--- src/rtl/orb_window_7x7_reader.sv ---
// -----------------------------------------------------------------------------
// orb_window_7x7_reader
//
// Consumer-side reader for the 7-line pixel buffer chain of the ORB front end.
// On every accepted pixel the current pixel and the six delayed-row taps are
// shifted into a 7x7 register window. The block tracks the raster position of
// the incoming stream. It flags windows that are complete and lie wholly
// inside the frame, and it reports the position of the window centre.
//
// Parameters
//   WIDTH       pixels per line (must match the line-buffer depth)
//   HEIGHT      lines per frame
//   PW          pixel width in bits
//
// Ports
//   clk         rising-edge clock
//   rst         synchronous, active-high reset
//   en          pixel strobe, shared with the line buffers
//   sof         start of frame, qualified by en, marks pixel (0,0)
//   row0        newest pixel (current line)
//   row1..row6  line-buffer taps, rowK is K lines older than row0
//   win         7x7 window, pixel (r,c) at [(r*7+c)*PW +: PW], r=0 oldest line
//   win_valid   window complete and in-frame (one cycle after the accept)
//   cx, cy      column / row of the window centre win(3,3)
//   frame_done  one-cycle pulse after the last pixel of a frame is accepted
// -----------------------------------------------------------------------------
module orb_window_7x7_reader #(
  parameter int WIDTH  = 684,
  parameter int HEIGHT = 480,
  parameter int PW     = 8
) (
  input  logic              clk,
  input  logic              rst,
  input  logic              en,
  input  logic              sof,
  input  logic [PW-1:0]     row0,
  input  logic [PW-1:0]     row1,
  input  logic [PW-1:0]     row2,
  input  logic [PW-1:0]     row3,
  input  logic [PW-1:0]     row4,
  input  logic [PW-1:0]     row5,
  input  logic [PW-1:0]     row6,
  output logic [49*PW-1:0]  win,
  output logic              win_valid,
  output logic [10:0]       cx,
  output logic [9:0]        cy,
  output logic              frame_done
);

  localparam logic [10:0] LastCol = 11'(WIDTH - 1);
  localparam logic [9:0]  LastRow = 10'(HEIGHT - 1);

  logic [10:0]      col_q, col_d;
  logic [9:0]       row_q, row_d;
  logic [49*PW-1:0] win_q, win_d;
  logic             valid_q, valid_d;
  logic [10:0]      cx_q, cx_d;
  logic [9:0]       cy_q, cy_d;
  logic             done_q, done_d;

  logic [10:0]      pc;
  logic [9:0]       pr;
  logic [7*PW-1:0]  colIn;

  // The new right-hand column, ordered so that slice r feeds window row r.
  // Row 0 of the window is the oldest line, so it takes row6.
  assign colIn = {row0, row1, row2, row3, row4, row5, row6};

  // Next-state logic. An accept shifts the window left by one column and
  // advances the raster counters from the accepted pixel position. A sof
  // accept forces that position to (0,0), which also resynchronises a
  // frame that was aborted part-way. Idle cycles hold everything except the
  // two single-cycle flags.
  always_comb begin
    col_d   = col_q;
    row_d   = row_q;
    win_d   = win_q;
    valid_d = 1'b0;
    done_d  = 1'b0;
    cx_d    = cx_q;
    cy_d    = cy_q;
    pc      = sof ? 11'd0 : col_q;
    pr      = sof ? 10'd0 : row_q;

    if (en) begin
      for (int r = 0; r < 7; r++) begin
        for (int c = 0; c < 6; c++) begin
          win_d[(r*7+c)*PW +: PW] = win_q[(r*7+c+1)*PW +: PW];
        end
        win_d[(r*7+6)*PW +: PW] = colIn[r*PW +: PW];
      end

      valid_d = (pc >= 11'd6) && (pr >= 10'd6);
      cx_d    = pc - 11'd3;
      cy_d    = pr - 10'd3;
      done_d  = (pc == LastCol) && (pr == LastRow);

      // The row is always reloaded from pr so that a mid-line sof also
      // clears the row counter.
      if (pc < LastCol) begin
        col_d = pc + 11'd1;
        row_d = pr;
      end else begin
        col_d = 11'd0;
        row_d = (pr == LastRow) ? 10'd0 : pr + 10'd1;
      end
    end
  end

  // State register. Reset takes priority over a simultaneous accept, so the
  // pixel presented in the reset cycle is dropped.
  always_ff @(posedge clk) begin
    if (rst) begin
      col_q   <= '0;
      row_q   <= '0;
      win_q   <= '0;
      valid_q <= 1'b0;
      cx_q    <= '0;
      cy_q    <= '0;
      done_q  <= 1'b0;
    end else begin
      col_q   <= col_d;
      row_q   <= row_d;
      win_q   <= win_d;
      valid_q <= valid_d;
      cx_q    <= cx_d;
      cy_q    <= cy_d;
      done_q  <= done_d;
    end
  end

  assign win        = win_q;
  assign win_valid  = valid_q;
  assign cx         = cx_q;
  assign cy         = cy_q;
  assign frame_done = done_q;

endmodule

--- config.mk ---
export PLATFORM = sky130hd
export DESIGN_NAME = orb_window_7x7_reader
export DESIGN_NICKNAME = d
export VERILOG_FILES = /design/src/rtl/orb_window_7x7_reader.sv
export SDC_FILE = /design/constraint.sdc
export NUM_CORES = 1
export LEC_CHECK = 0
export ABC_AREA = 1
export ABC_CLOCK_PERIOD_IN_PS = 4500
export CAP_MARGIN = 5
export CELL_PAD_IN_SITES_DETAIL_PLACEMENT = 0
export CELL_PAD_IN_SITES_GLOBAL_PLACEMENT = 1
export CORE_MARGIN = 10
export CORE_UTILIZATION = 36
export DETAILED_ROUTE_END_ITERATION = 7
export PLACE_DENSITY_LB_ADDON = 0.1
export SLEW_MARGIN = 15
export SYNTH_ARGS = -nofsm -noshare
export SYNTH_HDL_FRONTEND = slang
export SYNTH_SLANG_ARGS = --single-unit
--- constraint.sdc ---
create_clock -name clk -period 4.5 [get_ports clk]
set_input_delay 1.35 -clock clk [delete_from_list [all_inputs] [get_ports clk]]
set_output_delay 1.35 -clock clk [all_outputs]
set_load 0.03 [all_outputs]
==> reports/qor.yml, run 1 <==
syn_inst: 1696
relSlewSlack_pct: 30.1
via_count: 12551
reg2reg_depth: 11
fin_crit_sh_pct: 72.1
ys_seq_elements: 436
dp_hpwl_mm: 37.7
drt_iter0_drc: 823
dp.cells: 2610
critPathMostFrequentCell: "nand2_1"
drt-total-wl_mm: 51.9
hold_buffers: 0
path_max_fanout: 21
netlist_area_um2: 14700
critPathKind: "input port to register"
globalRouteOverflowTotal: 0
yosysSeqAreaShare_pct: 59.3
ioPinCount: 475
core_um2: 40100
yosysMostFrequentCell: "dfxtp_1"
clockBufferDepth: 3
grt_pass1_wl_mm: 78.0
clk_pin_slew_ns: 0.06
status: "completed"
grt_usage_pct: 20.0
cts_buffers: 47
grt_max_degree: 110
drc_errors: 0
ys_types: 37
finalSetupTns_ns: 0
cts-root-buf: "clkbuf_16"
drv_cap: 0
leakagePower_nw: 7.57
rsz0062_at_grt: "false"
drive_above_1_share_pct: 5.26
cp_cell_sequence: "clkdlybuf4s50_1 -> inv_2 -> nand2_1 -> nand2_1 -> a21oi_2 -> nand2_2 -> nor2_2 -> inv_1 -> o21ai_0"
ir_drop_v: 0.000297
yosysTopAreaCellShare_pct: 59.3
tritoncts: "built"
finalNonFillerCells: 2695
critPathRequiredTime_ns: 4.99
antenna_left: 0
slew_violations: 0
async_flop_share_pct: 0
place_congestion: 0.836
cp.arrival_ns: 3.74
synthFlopType: "dfxtp_1"
htreeDepth: 2
cts_resized: 0
synth_common_cells: "436 x dfxtp_1, 375 x inv_1, 284 x o22ai_1"
initial_core_util_pct: 36.7
fmax_mhz: 308
crit_slowest_cell: "clkdlybuf4s50_1"
synth_warnings: 0
setup-violations-final: 0
antenna_found_initial: 2
grt_pass1_vias: 12395
skew_ns: 0.0190
synth_area_per_cell_um2: 8.67
die_w_um: 222
finalHoldViolCount: 0
die_h_um: 222
drt-wirelength-per-cell_um: 19.3
portBuffers: 474
core.rowCount: 73
clkLatencyLatePin_ns: 0.57
period_minus_slack_ns: 3.24
final_nets: 2198
die-area_um2: 49300
cp-start-kind: "input port"
vias_per_cell: 4.66
cp-end-kind: "register"
p_per_area_nw_per_um2: 393
cts_setup_buffers: 0
synth_area_leaders: "dfxtp_1 59%, o22ai_1 12%, inv_1 9.6%"
holdPathStages: 2
yosysTopAreaCell: "dfxtp_1"
area_delta_synth_final_pct: 45.5
worst_path_largest_cell_delay_ns: 0.72
drt_pass1_iterations: 5
min_path_type: "register to register"
worstMarginPinSlew_ns: 1.05
synth_edf_count: 0
syn_nets: 1760
cts.sinks: 436
## where the power goes
group	switching [mW]	total, mW	internal, mW	leakage [nW]
registers	0.0403	3.98	3.94	3.53
logic	0.413	0.646	0.234	3.29
clock network	1.54	3.79	2.25	0.745
## stage by stage
step	utilization, %	power, mW	hold WS [ns]	setup WS (ns)	cell area [µm²]
floorplan	-	4.41	0.426	1.85	14700
global placement	49.5	4.71	0.437	0.773	19900
detailed placement	49.5	4.71	0.445	0.687	19900
CTS	53.4	8.54	0.459	1.29	21400
global route	53.4	8.74	0.469	1.06	21400
finish	53.4	8.42	0.457	1.26	21400
## kinds of logic (layout without fill, tap and decap cells)
kind of cell | count (synthesis) | after routing | share of synthesized area, %
compound gates | 452 | 452 | 18.0
xor+xnor | 5 | 5 | 0.298
fa+ha+maj | 4 | 4 | 0.340
other cells | 0 | 1 | 0
buf+inv | 484 | 957 | 12.8
simple gates | 315 | 315 | 9.18
flops | 436 | 436 | 59.3
## area by class of cell
class	count	area, µm²
diodes	1	2.50
clock buffers	75	1440
clock inverters	9	92.6
fillers	3838	18700
inverters	387	1470
multi-input cells	776	4100
flip-flops and latches	436	8730
well taps	525	657
repair buffers	486	4910
## sequential cells by signal, summed over array words and instances (netlist names)
name        cells
frame_done      1
cx             11
win           392
win_valid       1
cy             10
row_q          10
col_q          11
## final timing paths
check,slack [ns],start,end
min reg2reg,0.46,row_q[9]$_SDFFE_PP0P_,row_q[9]$_SDFFE_PP0P_
max reg2reg,2.67,col_q[1]$_SDFFE_PP0P_,col_q[8]$_SDFFE_PP0P_
max,1.26,sof,col_q[6]$_SDFFE_PP0P_
min,0.46,row_q[9]$_SDFFE_PP0P_,row_q[9]$_SDFFE_PP0P_
## worst max-delay path, delay by kind of cell
| family | cells | cell delay (ns) |
|---|---|---|
| and+or+nand+nor | 4 | 0.96 |
| buffers and inverters | 3 | 1.10 |
| AOI/OAI and AO/OA | 2 | 0.31 |
## routing by layer
metal  global-route usage [%]  part of all wire, %
met1                     22.7                   40
met3                     8.46                  9.2
met2                     33.7                   48
met4                     5.73                  2.0
met5                        0                0.031
## layout by cell type, fill, tap and decap left out, drive strengths merged, types with 3 or more instances in the layout
master,instances
a21oi,15
a31oi,3
buf,12
clkbuf,75
clkdlybuf4s50,474
clkinv,6
clkinvlp,3
dfxtp,436
ha,4
inv,386
nand2,218
nand3,28
nand4,5
nor2,51
nor3,11
o21ai,145
o22ai,284
xor2,4
No activity file was read; power rests on OpenSTA's default activity.
==> inputs of run 2 (changes only) <==
ABC_CLOCK_PERIOD_IN_PS = 3200   (was 4500)
CORE_UTILIZATION = 33   (was 36)
clock period = 3.2 ns   (was 4.5 ns; I/O delays follow)
==> run 2 against run 1 <==
Die area rose by 8.3%. First-iteration DRC count fell by 22%. Total power rose by 42%. Sequential power rose by 40%. Critical path depth fell by 8. Utilization fell by 4.1 points. Combinational power rose by 45%. Register-to-register slack got worse by 1.2 ns. Sequential cell count did not move. Critical endpoint is now win[185].
==> reports/qor.yml, run 2 (synthesis gave the netlist of run 1 again) <==
skew_ns: 0.0179  # was 0.0190 ns
drt-total-wl_mm: 52.9  # was 51.9 mm
initial_core_util_pct: 33.3  # was 36.7%
final_nets: 2217  # was 2198
relSlewSlack_pct: 68.5  # was 30.1%
grt_max_degree: 81  # was 110
antenna_left: 0  # unchanged
mostFrequentLayoutCells: "474 x clkdlybuf4s50_1, 436 x dfxtp_1, 374 x inv_1, 284 x o22ai_1, 211 x nand2_1"  # unchanged
drt_iter0_drc: 640  # was 823
drt_pass1_iterations: 5  # unchanged
ir_drop_v: 0.000427  # was 0.000297 V
grt_usage_pct: 19.0  # was 20.0%
via_count: 12715  # was 12551
place_ws_ns: 0.225  # was 0.687 ns
cpLargestDelayFamily: "buffers and inverters"  # unchanged
critPathRequiredTime_ns: 2.24  # was 4.99 ns
status: "completed"  # unchanged
hold_slack_ns: 0.453  # was 0.457 ns
cp-end-kind: "output pin"  # was register
finalPower_mw: 11.9  # was 8.42 mW
clk_pin_slew_ns: 0.06  # about the same
slew_violations: 0  # unchanged
cp-start-kind: "register"  # was input port
crit_slowest_cell: "clkdlybuf4s50_1"  # unchanged
die_w_um: 231  # was 222 µm
setup_slack_ns: 0.522  # was 1.26 ns
place_congestion: 0.877  # was 0.836
finalSetupTns_ns: 0  # unchanged
cts.sinks: 436  # unchanged
setup-violations-final: 0  # unchanged
finalHoldViolCount: 0  # unchanged
worstMarginPinSlew_ns: 0.470  # was 1.05 ns
cp_cell_sequence: "clkdlybuf4s50_1"  # was clkdlybuf4s50_1 -> inv_2 -> nand2_1 -> nand2_1 -> a21oi_2 -> nand2_2 -> nor2_2 -> inv_1 -> o21ai_0
rrSetupSlack_ns: 1.46  # was 2.67 ns
hold_buffers: 0  # unchanged
path_max_fanout: 2  # was 21
grt_pass1_vias: 12354  # was 12395
worst_path_largest_cell_delay_ns: 0.75  # was 0.72 ns
cts_setup_buffers: 0  # unchanged
cts-root-buf: "clkbuf_16"  # unchanged
clockBufferDepth: 3  # unchanged
grt_pass1_wl_mm: 78.3  # was 78.0 mm
leakagePower_nw: 7.71  # was 7.57 nW
multi_input_area_um2: 4100  # unchanged
rsz0062_at_grt: "false"  # unchanged
core_um2: 44100  # was 40100 µm²
largest_reg_flops: 392  # unchanged
core.rowCount: 77  # was 73
drv_cap: 0  # unchanged
drc_errors: 0  # unchanged
dp_hpwl_mm: 39.0  # was 37.7 mm
cts_buffers: 48  # was 47
critPathKind: "register to output pin"  # was input port to register
cts_resized: 0  # unchanged
p_per_area_nw_per_um2: 549  # was 393 nW/µm²
drive_above_1_share_pct: 6.17  # was 5.26%
drt-wirelength-per-cell_um: 19.0  # was 19.3 µm
antenna_found_initial: 2  # unchanged
layout_commonest_cell: "clkdlybuf4s50_1"  # unchanged
portBuffers: 474  # unchanged
fin_crit_sh_pct: 83.7
regArea_um2: 8730  # unchanged
tritoncts: "built"  # unchanged
fillers: 4385  # was 3838
clkLatencyLatePin_ns: 0.59  # was 0.57 ns
globalRouteOverflowTotal: 0  # unchanged
min_path_type: "register to register"  # unchanged
ioPinCount: 475  # unchanged
vias_per_cell: 4.57  # was 4.66
area_delta_synth_final_pct: 47.7  # was 45.5%
die_h_um: 231  # was 222 µm
period_minus_slack_ns: 2.68
die-area_um2: 53400  # was 49300 µm²
htreeDepth: 2  # unchanged
cp.arrival_ns: 1.72  # was 3.74 ns
crit_buf_inv: 1  # was 3
fmax_mhz: 373
[run 2: layer usage]
layer	up-vias	track usage [%]	share of wire, %
met2	318	32.5	49
met3	62	8.11	9.3
met4	2	5.76	2.1
met5	-	0	0.017
li1	6438	-	-
met1	5895	21.0	40
[run 2: worst paths after layout]
kind | start | endpoint | cells past startpoint
worst max-delay path | win[185]$_SDFFE_PP0P_ | win[185] | 1
worst min-delay path | win[5]$_SDFFE_PP0P_ | win[5]$_SDFFE_PP0P_ | 2
worst max register to register | col_q[1]$_SDFFE_PP0P_ | col_q[8]$_SDFFE_PP0P_ | 11
worst min register to register | win[5]$_SDFFE_PP0P_ | win[5]$_SDFFE_PP0P_ | 2
[run 2: where the power goes]
part	switching [mW]	internal [mW]
registers	0.0567	5.54
logic	0.589	0.346
clock network	2.24	3.15
[run 2: stage by stage]
stage | cell area [µm²] | util (%) | instances
2_1_floorplan | 14700 | - | 1696
3_3_place_gp | 20200 | 45.7 | 2695
3_5_place_dp | 20200 | 45.7 | 2695
4_1_cts | 21700 | 49.2 | 2781
5_1_grt | 21700 | 49.2 | 2782
6_report | 21700 | 49.2 | 2782
[run 2: worst min-delay path: cells and delay by family, from the launching register on]
family	cells	cell delay, ns
compound gates	1	0.05
flops	1	0.32
simple gates	1	0.05
[run 2: layout make-up]
class,count,area share (%)
antenna,1,0.0115
clock buffer,76,6.75
clock inverter,10,0.397
inverter,387,6.76
multi-input combinational,776,18.9
sequential,436,40.2
tap,592,3.41
timing repair buffer,504,23.6
==> inputs of run 3 (changes only) <==
ABC_CLOCK_PERIOD_IN_PS = 2500   (was 3200)
clock period = 2.5 ns   (was 3.2 ns; I/O delays follow)
==> run 3 against run 2 <==
Worst setup slack worse by 0.46 ns. Worst hold slack hardly changed. Via count is 0.98% higher. Clock power is 31% higher. Sequential power is 28% higher. Sequential cell count stayed put. Largest power group unchanged. Total power is 30% higher. Sequential share of layout area is 1.2 points lower.
==> reports/qor.yml, run 3 (synthesis gave the netlist of run 1 again) <==
hold_buffers: 0  # unchanged
fmax_mhz: 410
worstMarginPinSlew_ns: 0.476  # was 0.470 ns
rsz0062_at_grt: "false"  # unchanged
portBuffers: 474  # unchanged
finalNonFillerCells: 2847  # was 2782
layout_commonest_cell: "clkdlybuf4s50_1"  # unchanged
clk_pin_slew_ns: 0.06  # about the same
cp-end-kind: "output pin"  # unchanged
grtUsageMet1_pct: 21.6  # was 21.0%
p_int_mw: 11.8  # was 9.03 mW
ioPinCount: 475  # unchanged
tritoncts: "built"  # unchanged
p_sw_mw: 3.67  # was 2.89 mW
worst_path_largest_cell_delay_ns: 0.78  # was 0.75 ns
grt_pass1_vias: 12520  # was 12354
clkLatencyLatePin_ns: 0.58  # was 0.59 ns
cp-start-kind: "register"  # unchanged
pwr-share-clk_pct: 45.6  # was 45.2%
die_h_um: 231  # unchanged
cp_cell_sequence: "clkdlybuf4s50_1"  # unchanged
p_per_area_nw_per_um2: 690  # was 549 nW/µm²
core.rowCount: 77  # unchanged
cts_setup_buffers: 0  # unchanged
use_met3_pct: 8.05  # was 8.11%
grt.busiest_layer: "met2"  # unchanged
clockBufferDepth: 3  # unchanged
swShare_pct: 23.8  # was 24.2%
ir_drop_v: 0.000527  # was 0.000427 V
mostFrequentLayoutCells: "469 x clkdlybuf4s50_1, 436 x dfxtp_1, 374 x inv_1, 284 x o22ai_1, 211 x nand2_1"  # was 474 x clkdlybuf4s50_1, 436 x dfxtp_1, 374 x inv_1, 284 x o22ai_1, 211 x nand2_1
drt_pass1_iterations: 5  # unchanged
globalRouteOverflowTotal: 0  # unchanged
drt-total-wl_mm: 52.8  # was 52.9 mm
dp.cells: 2759  # was 2695
slew_violations: 0  # unchanged
skew_ns: 0.0175  # was 0.0179 ns
min_path_type: "register to register"  # unchanged
finalSetupTns_ns: 0  # unchanged
combPwrFrac_pct: 8.1  # was 7.8%
drv_cap: 0  # unchanged
finalHoldViolCount: 0  # unchanged
grt_usage_pct: 18.9  # was 19.0%
antenna_found_initial: 0  # was 2
cts_buffers: 48  # unchanged
drt-wirelength-per-cell_um: 18.5  # was 19.0 µm
cp.arrival_ns: 1.69  # was 1.72 ns
grtUsageMet2_pct: 31.4  # was 32.5%
setup-violations-final: 0  # unchanged
fin_crit_sh_pct: 97.7
critPathKind: "register to output pin"  # unchanged
die_w_um: 231  # unchanged
leakagePower_nw: 8.14  # was 7.71 nW
drive_above_1_share_pct: 8.87  # was 6.17%
path_max_fanout: 2  # unchanged
worstHoldStart: "row_q[9]$_SDFFE_PP0P_"  # was win[5]$_SDFFE_PP0P_
critPathLaunch: "win[124]$_SDFFE_PP0P_"  # was win[185]$_SDFFE_PP0P_
period_minus_slack_ns: 2.44
initial_core_util_pct: 33.3  # unchanged
dp_hpwl_mm: 39.7  # was 39.0 mm
antenna_left: 0  # unchanged
vias_per_cell: 4.51  # was 4.57
final_nets: 2281  # was 2217
cts.sinks: 436  # unchanged
place_congestion: 0.832  # was 0.877
cpLargestDelayFamily: "buffers and inverters"  # unchanged
crit_buf_inv: 1  # unchanged
largest_reg_flops: 392  # unchanged
status: "completed"  # unchanged
drt_iter0_drc: 618  # was 640
cts-root-buf: "clkbuf_16"  # unchanged
crit_slowest_cell: "clkdlybuf4s50_1"  # unchanged
grt_pass1_wl_mm: 78.4  # was 78.3 mm
grt_max_degree: 57  # was 81
htreeDepth: 2  # unchanged
hold_slack_ns: 0.453  # about the same
reg2reg_from: "col_q[0]$_SDFFE_PP0P_"  # was col_q[1]$_SDFFE_PP0P_
via_count: 12839  # was 12715
seqPwrFrac_pct: 46.3  # was 46.9%
core_um2: 44100  # unchanged
area_delta_synth_final_pct: 52.1  # was 47.7%
relSlewSlack_pct: 68.2  # was 68.5%
die-area_um2: 53400  # unchanged
critPathRequiredTime_ns: 1.75  # was 2.24 ns
drc_errors: 0  # unchanged
## run 3: final cells by class
type	count	area [µm²]
fillers	4323	21800
flip-flops and latches	436	8730
repair buffers	568	5760
multi-input cells	776	4100
inverters	387	1470
clock buffers	70	1410
well taps	592	741
clock inverters	17	174
diodes	1	2.50
## run 3: through the flow
| step | utilization, % | cell area [µm²] | total power, mW | setup WS (ns) |
|---|---|---|---|---|
| floorplan | - | 14700 | 7.94 | 0.446 |
| global placement | 47.1 | 20800 | 8.56 | -0.281 |
| detailed placement | 47.1 | 20800 | 8.57 | -0.285 |
| CTS | 50.7 | 22400 | 15.7 | 0.0120 |
| global route | 50.7 | 22400 | 16.0 | 0.00746 |
| finish | 50.7 | 22400 | 15.4 | 0.0584 |
## run 3: power by group through the flow
stage                     sequential [mW]  clock [mW]  combinational (mW)
after CTS                            7.16        7.26                1.27
after detailed placement             7.31           0                1.26
after global routing                 7.17        7.55                1.33
after floorplan                      7.57           0               0.373
final                                7.16        7.04                1.25
after global placement               7.31           0                1.26
## run 3: layer usage
layer	wire [µm]	vias to the layer above
met5	0	-
met4	1230	0
met3	4680	66
met2	25400	304
met1	21400	5907
li1	-	6562
## run 3: path summary, 6_finish.rpt
| kind | to | slack, ns | depth (start not counted) |
|---|---|---|---|
| max | win[124] | 0.06 | 1 |
| min | row_q[9]$_SDFFE_PP0P_ | 0.45 | 2 |
| max reg2reg | win_valid$_SDFF_PP0_ | 0.85 | 8 |
| min reg2reg | row_q[9]$_SDFFE_PP0P_ | 0.45 | 2 |
## run 3: repair_timing
item	CTS	global route
gates resized for setup	2	3
cloned	0	0
endpoints found under the setup margin	2	3
